===== src/rtl/sub_arbiter_pkg.sv =====
// Shared types and constants for the two-requester subtract arbiter.
package sub_arbiter_pkg;

    localparam int unsigned DATA_W_DEF = 8;
    localparam int unsigned ID_W       = 1;

    typedef enum logic [1:0] {
        IDLE = 2'd0,
        EXEC = 2'd1,
        RESP = 2'd2
    } state_t;

endpackage


===== src/rtl/sub_unit.sv =====
// Combinational a - b with borrow out.
// Build option SUB_ARBITER_SATURATE_EN clamps a negative result to zero.
module sub_unit
    import sub_arbiter_pkg::*;
#(
    parameter int unsigned DATA_W = DATA_W_DEF
) (
    input  logic [DATA_W-1:0] a,
    input  logic [DATA_W-1:0] b,
    output logic [DATA_W-1:0] diff_c,
    output logic              borrow_c
);

    logic [DATA_W:0] full_c;

    // The extra top bit of the widened difference is the unsigned borrow.
    assign full_c   = {1'b0, a} - {1'b0, b};
    assign borrow_c = full_c[DATA_W];

`ifdef SUB_ARBITER_SATURATE_EN
    assign diff_c = borrow_c ? '0 : full_c[DATA_W-1:0];
`else
    assign diff_c = full_c[DATA_W-1:0];
`endif

endmodule


===== src/rtl/sub_arbiter.sv =====
// Round-robin front end sharing one subtractor between two requesters.
// Build option SUB_ARBITER_SATURATE_EN selects clamped instead of wrapped results.
module sub_arbiter
    import sub_arbiter_pkg::*;
#(
    parameter int unsigned DATA_W = DATA_W_DEF
) (
    input  logic              clk,
    input  logic              rst,
    input  logic              req0_valid,
    input  logic [DATA_W-1:0] req0_a,
    input  logic [DATA_W-1:0] req0_b,
    output logic              req0_ready,
    input  logic              req1_valid,
    input  logic [DATA_W-1:0] req1_a,
    input  logic [DATA_W-1:0] req1_b,
    output logic              req1_ready,
    output logic              rsp_valid,
    input  logic              rsp_ready,
    output logic [DATA_W-1:0] rsp_data,
    output logic              rsp_borrow,
    output logic              rsp_id,
    output logic              busy
);

    state_t            state_q,      state_d;
    logic              last_grant_q, last_grant_d;
    logic [DATA_W-1:0] op_a_q,       op_a_d;
    logic [DATA_W-1:0] op_b_q,       op_b_d;
    logic [ID_W-1:0]   op_id_q,      op_id_d;
    logic [DATA_W-1:0] rsp_data_q,   rsp_data_d;
    logic              rsp_borrow_q, rsp_borrow_d;
    logic [ID_W-1:0]   rsp_id_q,     rsp_id_d;

    logic              grant_c;
    logic              idle_c;
    logic              hs_c;
    logic [DATA_W-1:0] diff_c;
    logic              borrow_c;

    sub_unit #(
        .DATA_W (DATA_W)
    ) u_sub_unit (
        .a        (op_a_q),
        .b        (op_b_q),
        .diff_c   (diff_c),
        .borrow_c (borrow_c)
    );

    // On a tie the requester that did not win last time is granted.
    always_comb begin
        grant_c    = (req0_valid && req1_valid) ? ~last_grant_q : req1_valid;
        idle_c     = (state_q == IDLE) && !rst;
        req0_ready = idle_c && req0_valid && !grant_c;
        req1_ready = idle_c && req1_valid && grant_c;
        hs_c       = req0_ready || req1_ready;
    end

    always_comb begin
        state_d      = state_q;
        last_grant_d = last_grant_q;
        op_a_d       = op_a_q;
        op_b_d       = op_b_q;
        op_id_d      = op_id_q;
        rsp_data_d   = rsp_data_q;
        rsp_borrow_d = rsp_borrow_q;
        rsp_id_d     = rsp_id_q;

        case (state_q)
            IDLE: begin
                if (hs_c) begin
                    state_d      = EXEC;
                    last_grant_d = grant_c;
                    op_a_d       = grant_c ? req1_a : req0_a;
                    op_b_d       = grant_c ? req1_b : req0_b;
                    op_id_d      = ID_W'(grant_c);
                end
            end
            EXEC: begin
                state_d      = RESP;
                rsp_data_d   = diff_c;
                rsp_borrow_d = borrow_c;
                rsp_id_d     = op_id_q;
            end
            RESP: begin
                if (rsp_ready) begin
                    state_d = IDLE;
                end
            end
            default: begin
                state_d = IDLE;
            end
        endcase
    end

    always_ff @(posedge clk or posedge rst) begin
        if (rst) begin
            state_q      <= IDLE;
            last_grant_q <= 1'b1;
            op_a_q       <= '0;
            op_b_q       <= '0;
            op_id_q      <= '0;
            rsp_data_q   <= '0;
            rsp_borrow_q <= 1'b0;
            rsp_id_q     <= '0;
        end else begin
            state_q      <= state_d;
            last_grant_q <= last_grant_d;
            op_a_q       <= op_a_d;
            op_b_q       <= op_b_d;
            op_id_q      <= op_id_d;
            rsp_data_q   <= rsp_data_d;
            rsp_borrow_q <= rsp_borrow_d;
            rsp_id_q     <= rsp_id_d;
        end
    end

    assign rsp_valid  = (state_q == RESP);
    assign busy       = (state_q != IDLE);
    assign rsp_data   = rsp_data_q;
    assign rsp_borrow = rsp_borrow_q;
    assign rsp_id     = rsp_id_q;

endmodule


===== config.mk =====
export PLATFORM = sky130hd
export DESIGN_NAME = sub_arbiter
export DESIGN_NICKNAME = d
export VERILOG_FILES = /design/src/rtl/sub_arbiter_pkg.sv /design/src/rtl/sub_unit.sv /design/src/rtl/sub_arbiter.sv
export SDC_FILE = /design/constraint.sdc
export NUM_CORES = 1
export LEC_CHECK = 0
export ABC_AREA = 1
export CAP_MARGIN = 20
export CORE_MARGIN = 3
export CORE_UTILIZATION = 35
export CTS_CLUSTER_SIZE = 30
export DETAILED_ROUTE_END_ITERATION = 12
export REMOVE_ABC_BUFFERS = 1
export SKIP_LAST_GASP = 1
export SLEW_MARGIN = 40
export SYNTH_ARGS = -nofsm -noshare
export SYNTH_HDL_FRONTEND = slang
export SYNTH_SLANG_ARGS = --single-unit

===== constraint.sdc =====
create_clock -name clk -period 3.5 [get_ports clk]
set_input_delay 0.525 -clock clk [delete_from_list [all_inputs] [get_ports clk]]
set_output_delay 0.525 -clock clk [all_outputs]
set_load 0.005 [all_outputs]

==> results of run 1 <==
==> worst max-delay path: cells and delay by family <==
family                 cells  cell delay [ns]
buffers and inverters      3             1.19
and+or+nand+nor            3             0.42
==> metal layers <==
| layer | GRT usage [%] | up-vias | share of wire [%] |
|---|---|---|---|
| li1 | - | 819 | - |
| met1 | 16.88 | 646 | 49 |
| met2 | 18.13 | 39 | 44 |
| met3 | 2.582 | 4 | 5.0 |
| met4 | 6.406 | 0 | 1.5 |
| met5 | 0 | - | 0 |
==> cell families after synthesis <==
logic type	share of synthesized area (%)
buffers and inverters	8.643
adder cells (fa/ha/maj)	6.747
AND/OR/NAND/NOR	33.80
AO/OA/AOI/OAI	8.573
flip-flops	42.24
==> cell usage after synthesis <==
cell / n / area [µm²]
dfstp_2: 1 / 26.28
nand3_1: 13 / 65.06
nor2_1: 8 / 30.03
ha_1: 8 / 100.1
nand3_2: 2 / 20.02
nand2_2: 8 / 50.05
nor2_4: 1 / 11.26
fa_1: 1 / 20.02
or2_1: 2 / 12.51
o21ai_0: 2 / 10.01
o21ai_1: 15 / 75.07
nor2_2: 1 / 6.260
buf_2: 1 / 5.000
nand3b_1: 2 / 15.01
inv_2: 4 / 15.01
o21a_1: 7 / 52.55
nand2_4: 1 / 11.26
buf_4: 3 / 22.52
nor3b_2: 1 / 12.51
inv_1: 21 / 78.83
and2_1: 3 / 18.77
nand2_1: 83 / 311.6
inv_4: 1 / 6.260
a21oi_1: 3 / 15.01
nor2_8: 1 / 20.02
clkinv_1: 1 / 3.750
buf_6: 2 / 22.52
dfrtp_1: 29 / 725.7
nand3_4: 1 / 17.52
==> flip-flops by register name, indices dropped and copies added, names as in the netlist <==
name and flops:
state_q 2, op_id_q 1, last_grant_q 1, op_a_q 8, rsp_id 1, op_b_q 8
rsp_data 8, rsp_borrow 1
==> area by class of cell <==
| type | count | area, µm² | share of cell area (%) |
|---|---|---|---|
| Clock buffer | 7 | 86.33 | 3.577 |
| Clock inverter | 1 | 5.005 | 0.2074 |
| Inverter | 27 | 103.9 | 4.303 |
| Multi-Input combinational cell | 163 | 874.6 | 36.24 |
| Sequential cell | 30 | 752.0 | 31.16 |
| Tap cell | 67 | 83.83 | 3.473 |
| Timing Repair Buffer | 51 | 508.0 | 21.05 |
==> power groups by stage <==
stage	Combinational [W]	Sequential [W]	Clock, W
3_5_place_dp	0.000938	0.000583	0
6_report	0.000928	0.000576	0.000273
2_1_floorplan	0.000623	0.000577	0
5_1_grt	0.00109	0.000597	0.000297
3_3_place_gp	0.000923	0.000580	0
4_1_cts	0.000942	0.000578	0.000286
==> metrics by stage <==
| stage | worst slack (ns) | util (%) | power (W) | hold slack (ns) |
|---|---|---|---|---|
| detailed placement | 0.8020 | 48.21 | 0.001522 | 0.4652 |
| global route | 0.7048 | 50.10 | 0.001982 | 0.4992 |
| finish | 0.8327 | 50.10 | 0.001777 | 0.4752 |
| global placement | 0.8377 | 48.21 | 0.001503 | 0.4639 |
| CTS | 0.8014 | 50.10 | 0.001805 | 0.4809 |
| floorplan | 1.265 | - | 0.001199 | 0.4490 |
==> worst min-delay path by stage <==
| stage | from | endpoint | slack (ns) | depth (start not counted) |
|---|---|---|---|---|
| after floorplan | last_grant_q | last_grant_q | 0.45 | 2 |
| after global placement | rsp_data[5] | rsp_data[5] | 0.46 | 2 |
| after detailed placement | rsp_data[5] | rsp_data[5] | 0.47 | 2 |
| after CTS | rsp_data[5] | rsp_data[5] | 0.48 | 2 |
| after global routing | last_grant_q | last_grant_q | 0.50 | 2 |
| final | rsp_data[5] | rsp_data[5] | 0.48 | 2 |
==> summary.md, run 1 <==
| Metric | Value |
|---|---|
| Syn avg cell area | `a little under 8 µm²` |
| Slew headroom | `68.87%` |
| Inserted Clock Buffers | `5` |
| Critical Path End | `req0_ready` |
| Reg2reg start | `op_b_q[0]` |
| DP Area | `approximately 2300 µm²` |
| Gr ovfl total | `0` |
| GRT Util Overall | `12.30%` |
| Hold_buf cts | `0` |
| MaxCap Viol Count | `0` |
| Largest net degree at the start of global routing | `36` |
| Root buffer cell | `clkbuf_8` |
| Residual DRC count | `0` |
| Starting Density | `a little under two fifths` |
| Post-CTS Setup Repair Bufs | `0` |
| Clock-pin transition on the worst setup and hold timing paths | `about 0.050 ns` |
| Syn-to-layout area delta | `35.56%` |
| Ratio of cells with drive above 1 in the final layout | `between 10% and 20%` |
| Cells after DPL | `roughly 340` |
| Final nets | `approximately 320` |
| Clock share of power | `between 10% and 20%` |
| Initial detailed-routing violation count | `between 70 and 80` |
| Post-CTS Resized | `0` |
| Req. time, crit path | `a little under 3 ns` |
| N_diodes | `0` |
| Setup_tns | `0 ns` |
| Worst Setup Start Kind | `primary input` |
| Worst Hold Class | `flop to flop` |
| Final non-filler cell total | `346` |
| PortBufs | `50` |
| Sequential share of power | `between 30% and 40%` |
| Vias after detailed routing | `between 1,500 and 2,000` |
| Fin crit period | `~2.7 ns` |
| Peak VDD IR | `between 200 and 300 µV` |
| Max-slew violation count | `0` |
| # IOs | `51` |
| Outcome | `finished clean` |
| Number of global-route vias before repair | `approximately 1,300` |
| First-pass GRT wire length | `around 5900 µm` |
| R2R Path End | `rsp_data[6]` |
| Worst Clk Skew | `0.004220 ns` |
| FILL cells | `~530` |
| Die Wd | `77.33 µm` |
| Sw Pwr | `between 0.0006 and 0.0007 W` |
| TritonCTS clock tree | `yes` |
| CTS H-tree lvls | `2` |
| Die Height | `~77 µm` |
| Num rows | `25` |
| Drt pass-1 iters | `5` |
| Final instance area | `~2400 µm²` |
| HPWL after DPL | `~2600 µm` |
| Critical path's most frequent cell | `clkdlybuf4s50_1` |
| Unique masters post-synth | `29` |
| Power Internal | `approximately 0.0011 W` |
| Mapped Area | `roughly 1800 µm²` |
| CTS sink count | `30` |
| Die ar. | `between 5000 and 6000 µm²` |
| Final setup violation count | `0` |
| Critical-path top delay cell | `clkdlybuf4s50_1` |
| Critical Path AT | `approximately 2.1 ns` |
| Critical path class | `primary input to output pin` |
| RSZ-0062 raised after global routing | `false` |
| Yosys Warn Count | `0` |
| Switching part of the total | `between 30% and 40%` |
| Sequential-to-total area share from yosys stat | `a little over two fifths` |
| Seq cells post-synth | `30` |
| Logic pwr share | `52.2%` |
| Vias per cell | `4.358` |
| Worst setup path start | `req0_valid` |
| Largest buffer count on any clock path | `2` |
| Initial antenna violation count | `0` |
| Period utilisation layout | `76.21%` |
| GP Congestion | `0.8138` |
| Routed WL | `~3300 µm` |
| Critical Path Fanout Max | `18` |
| Leak pwr | `roughly 1.1 nW` |
| Crit. End Element | `output pin` |
| Fmax | `374.9 MHz` |
| Least-Margin Pin Slew | `around 0.47 ns` |
| Clock latency on the worst-skew pair | `between 0.2 and 0.3 ns` |
| Worst R2R Path Depth | `10` |
| Final hold violation count | `0` |
| DRT antenna net count | `0` |
| CP cell instances | `clkdlybuf4s50_1 > nand2_2 > nand2_4 > inv_4 > nor3b_2 > clkdlybuf4s50_1` |
| Commonest cells after routing, fill and taps aside | `nand2_1, clkdlybuf4s50_1, dfrtp_1` |
| Worst path max stage delay | `0.53 ns` |
| Core area | `~4800 µm²` |
| Syn Inst Count | `roughly 230` |
| PwrDens | `736.1 nW/µm²` |
| FF-to-FF setup slack | `1.83 ns` |
| Routed len/inst | `9.572 µm` |
| Commonest non-fill, non-tap cell in the layout | `nand2_1` |
(Power assumes the default switching activity.)
==> inputs of run 2 (changes only) <==
==> constraint.sdc (replaced) <==
create_clock -name clk -period 2.62 [get_ports clk]
set_input_delay 0.393 -clock clk [delete_from_list [all_inputs] [get_ports clk]]
set_output_delay 0.393 -clock clk [all_outputs]
set_load 0.005 [all_outputs]
==> summary.md, run 2 (synthesized netlist as in run 1, its figures left out) <==
| Metric | Value |
|---|---|
| Inserted Clock Buffers | `5 (unchanged)` |
| Fin crit period | `approximately 2.3 ns` |
| Commonest non-fill, non-tap cell in the layout | `nand2_1` |
| N_diodes | `0 (unchanged)` |
| FF-to-FF setup slack | `0.97 ns (-0.86 ns)` |
| Die Height | `77.33 µm (unchanged)` |
| Multi-input combinational cell area | `874.6 µm² (unchanged)` |
| Reg2reg start | `op_b_q[0]` |
| GRT Util Overall | `13.26% (+0.96 points)` |
| Crit. End Element | `output pin` |
| End of the worst hold path | `rsp_data[7]` |
| Initial antenna violation count | `0 (unchanged)` |
| Largest net degree at the start of global routing | `36 (unchanged)` |
| CTS H-tree lvls | `2 (unchanged)` |
| Root buffer cell | `clkbuf_8` |
| Critical Path AT | `1.86 ns (-0.28 ns)` |
| Worst R2R Path Depth | `10 (unchanged)` |
| First-pass GRT wire length | `6299 µm (+6.8%)` |
| GP Congestion | `0.7974 (-2.0%)` |
| Residual DRC count | `0 (unchanged)` |
| Die Wd | `77.33 µm (unchanged)` |
| HPWL after DPL | `2684 µm (+2.8%)` |
| Num rows | `25 (unchanged)` |
| Vias after detailed routing | `1,527 (+1.3%)` |
| Post-CTS Resized | `0 (unchanged)` |
| Cell family with most CP delay | `buffers and inverters` |
| Routed len/inst | `10.28 µm (+7.4%)` |
| Syn-to-layout area delta | `35.98%` |
| Clock latency on the worst-skew pair | `0.28 ns (about the same)` |
| Worst Clk Skew | `0.003514 ns (-0.0007060 ns)` |
| Req. time, crit path | `2.23 ns (-0.74 ns)` |
| Post-CTS Setup Repair Bufs | `0 (unchanged)` |
| Final setup violation count | `0 (unchanged)` |
| Initial detailed-routing violation count | `90 (+18%)` |
| Clock-pin transition on the worst setup and hold timing paths | `0.06 ns (about the same)` |
| CP cell instances | `clkdlybuf4s50_1 > nand2_2 > nand2_4 > inv_4 > nor3b_2 > clkdlybuf4s50_1` |
| R2R Path End | `rsp_borrow` |
| Number of global-route vias before repair | `1,429 (+6.2%)` |
| Hold depth | `2 (unchanged)` |
| Setup_tns | `0 ns (unchanged)` |
| RSZ-0062 raised after global routing | `false` |
| Worst path max stage delay | `0.52 ns (about the same)` |
| PortBufs | `50 (unchanged)` |
| Vias per cell | `4.401 (+0.97%)` |
| Die ar. | `5979 µm² (unchanged)` |
| Worst Setup Start Kind | `primary input` |
| Critical path class | `primary input to output pin` |
| DRT antenna net count | `0 (unchanged)` |
| Peak VDD IR | `335.0 µV (+30%)` |
| Commonest cells after routing, fill and taps aside | `nand2_1, clkdlybuf4s50_1, dfrtp_1` |
| Leak pwr | `1.144 nW (+0.41%)` |
| TritonCTS clock tree | `yes` |
| Largest buffer count on any clock path | `2 (unchanged)` |
| Final hold violation count | `0 (unchanged)` |
| Gr ovfl total | `0 (unchanged)` |
| Critical-path top delay cell | `clkdlybuf4s50_1` |
| Core area | `4817 µm² (unchanged)` |
| Outcome | `finished clean` |
| Tot Pwr | `0.002397 W (+35%)` |
| Ratio of cells with drive above 1 in the final layout | `11.07% (+0.32 points)` |
| PwrDens | `990.1 nW/µm² (+35%)` |
| Critical Path Fanout Max | `17 (-1)` |
| FF/Latch Area | `752.0 µm² (unchanged)` |
| Max-slew violation count | `0 (unchanged)` |
| Final nets | `325 (+0.31%)` |
| Final hold slack | `0.4777 ns (+0.002517 ns)` |
| FILL cells | `511 (-3.0%)` |
| Slew headroom | `69.52% (+0.66 points)` |
| Hold_buf cts | `0 (unchanged)` |
| Fmax | `between 400 and 500 MHz` |
| WP buf/inv | `3 (unchanged)` |
| MaxCap Viol Count | `0 (unchanged)` |
| Worst Hold Class | `flop to flop` |
| HP Start | `rsp_data[7]` |
| Critical path's most frequent cell | `clkdlybuf4s50_1` |
| Least-Margin Pin Slew | `0.4571 ns (-0.009829 ns)` |
| # IOs | `51 (unchanged)` |
| Starting Density | `36.96% (unchanged)` |
| Period utilisation layout | `approximately 86%` |
| Routed WL | `3567 µm (+7.7%)` |
| Drt pass-1 iters | `4 (-1)` |
| CTS sink count | `30 (unchanged)` |
-- run 2: cell types whose count changed in the layout (fill, tap and decap cells not counted) --
cell   previous run  this run
buf_4             1         2
-- run 2: metrics by stage --
stage	setup slack [ns]	util (%)	cell area, µm²	instances
4_1_cts	0.3534	50.26	2421	347
6_report	0.3644	50.26	2421	347
3_5_place_dp	0.3518	48.36	2330	339
5_1_grt	0.2785	50.26	2421	347
3_3_place_gp	0.3868	48.36	2330	339
2_1_floorplan	0.6487	-	1730	220
-- run 2: worst max-delay path by stage --
stage | start | end | slack (ns) | cells after the start
floorplan | rst | req1_ready | 0.65 | 3
global placement | req0_valid | req0_ready | 0.39 | 6
detailed placement | req0_valid | req0_ready | 0.35 | 6
CTS | req0_valid | req0_ready | 0.35 | 6
global route | req0_valid | req0_ready | 0.28 | 6
finish | req0_valid | req0_ready | 0.36 | 6
-- run 2: area by class of cell --
| cell class | count | area share (%) |
|---|---|---|
| clock buffers | 7 | 3.566 |
| flip-flops and latches | 30 | 31.06 |
| inverters | 27 | 4.289 |
| clock inverters | 1 | 0.2067 |
| well taps | 67 | 3.463 |
| repair buffers | 52 | 21.29 |
| multi-input cells | 163 | 36.12 |
-- run 2: tightest hold or removal path: stages (launching register included) --
cell and delay [ns]:
dfrtp_1 0.34, nand2_1 0.05, nand2_1 0.05
-- run 2: power by group --
part | internal, W | switching, W
Sequential | 0.000671 | 0.000100
Combinational | 0.000595 | 0.000653
Clock | 0.000211 | 0.000167
-- run 2: metal layers --
layer  track usage, %  vias to the layer above  wire [µm]
met5                0                        -          0
met4            5.338                        0         60
met1            16.57                      666       1702
met2            21.59                       38       1611
met3            3.638                        6        192
li1                 -                      817          -
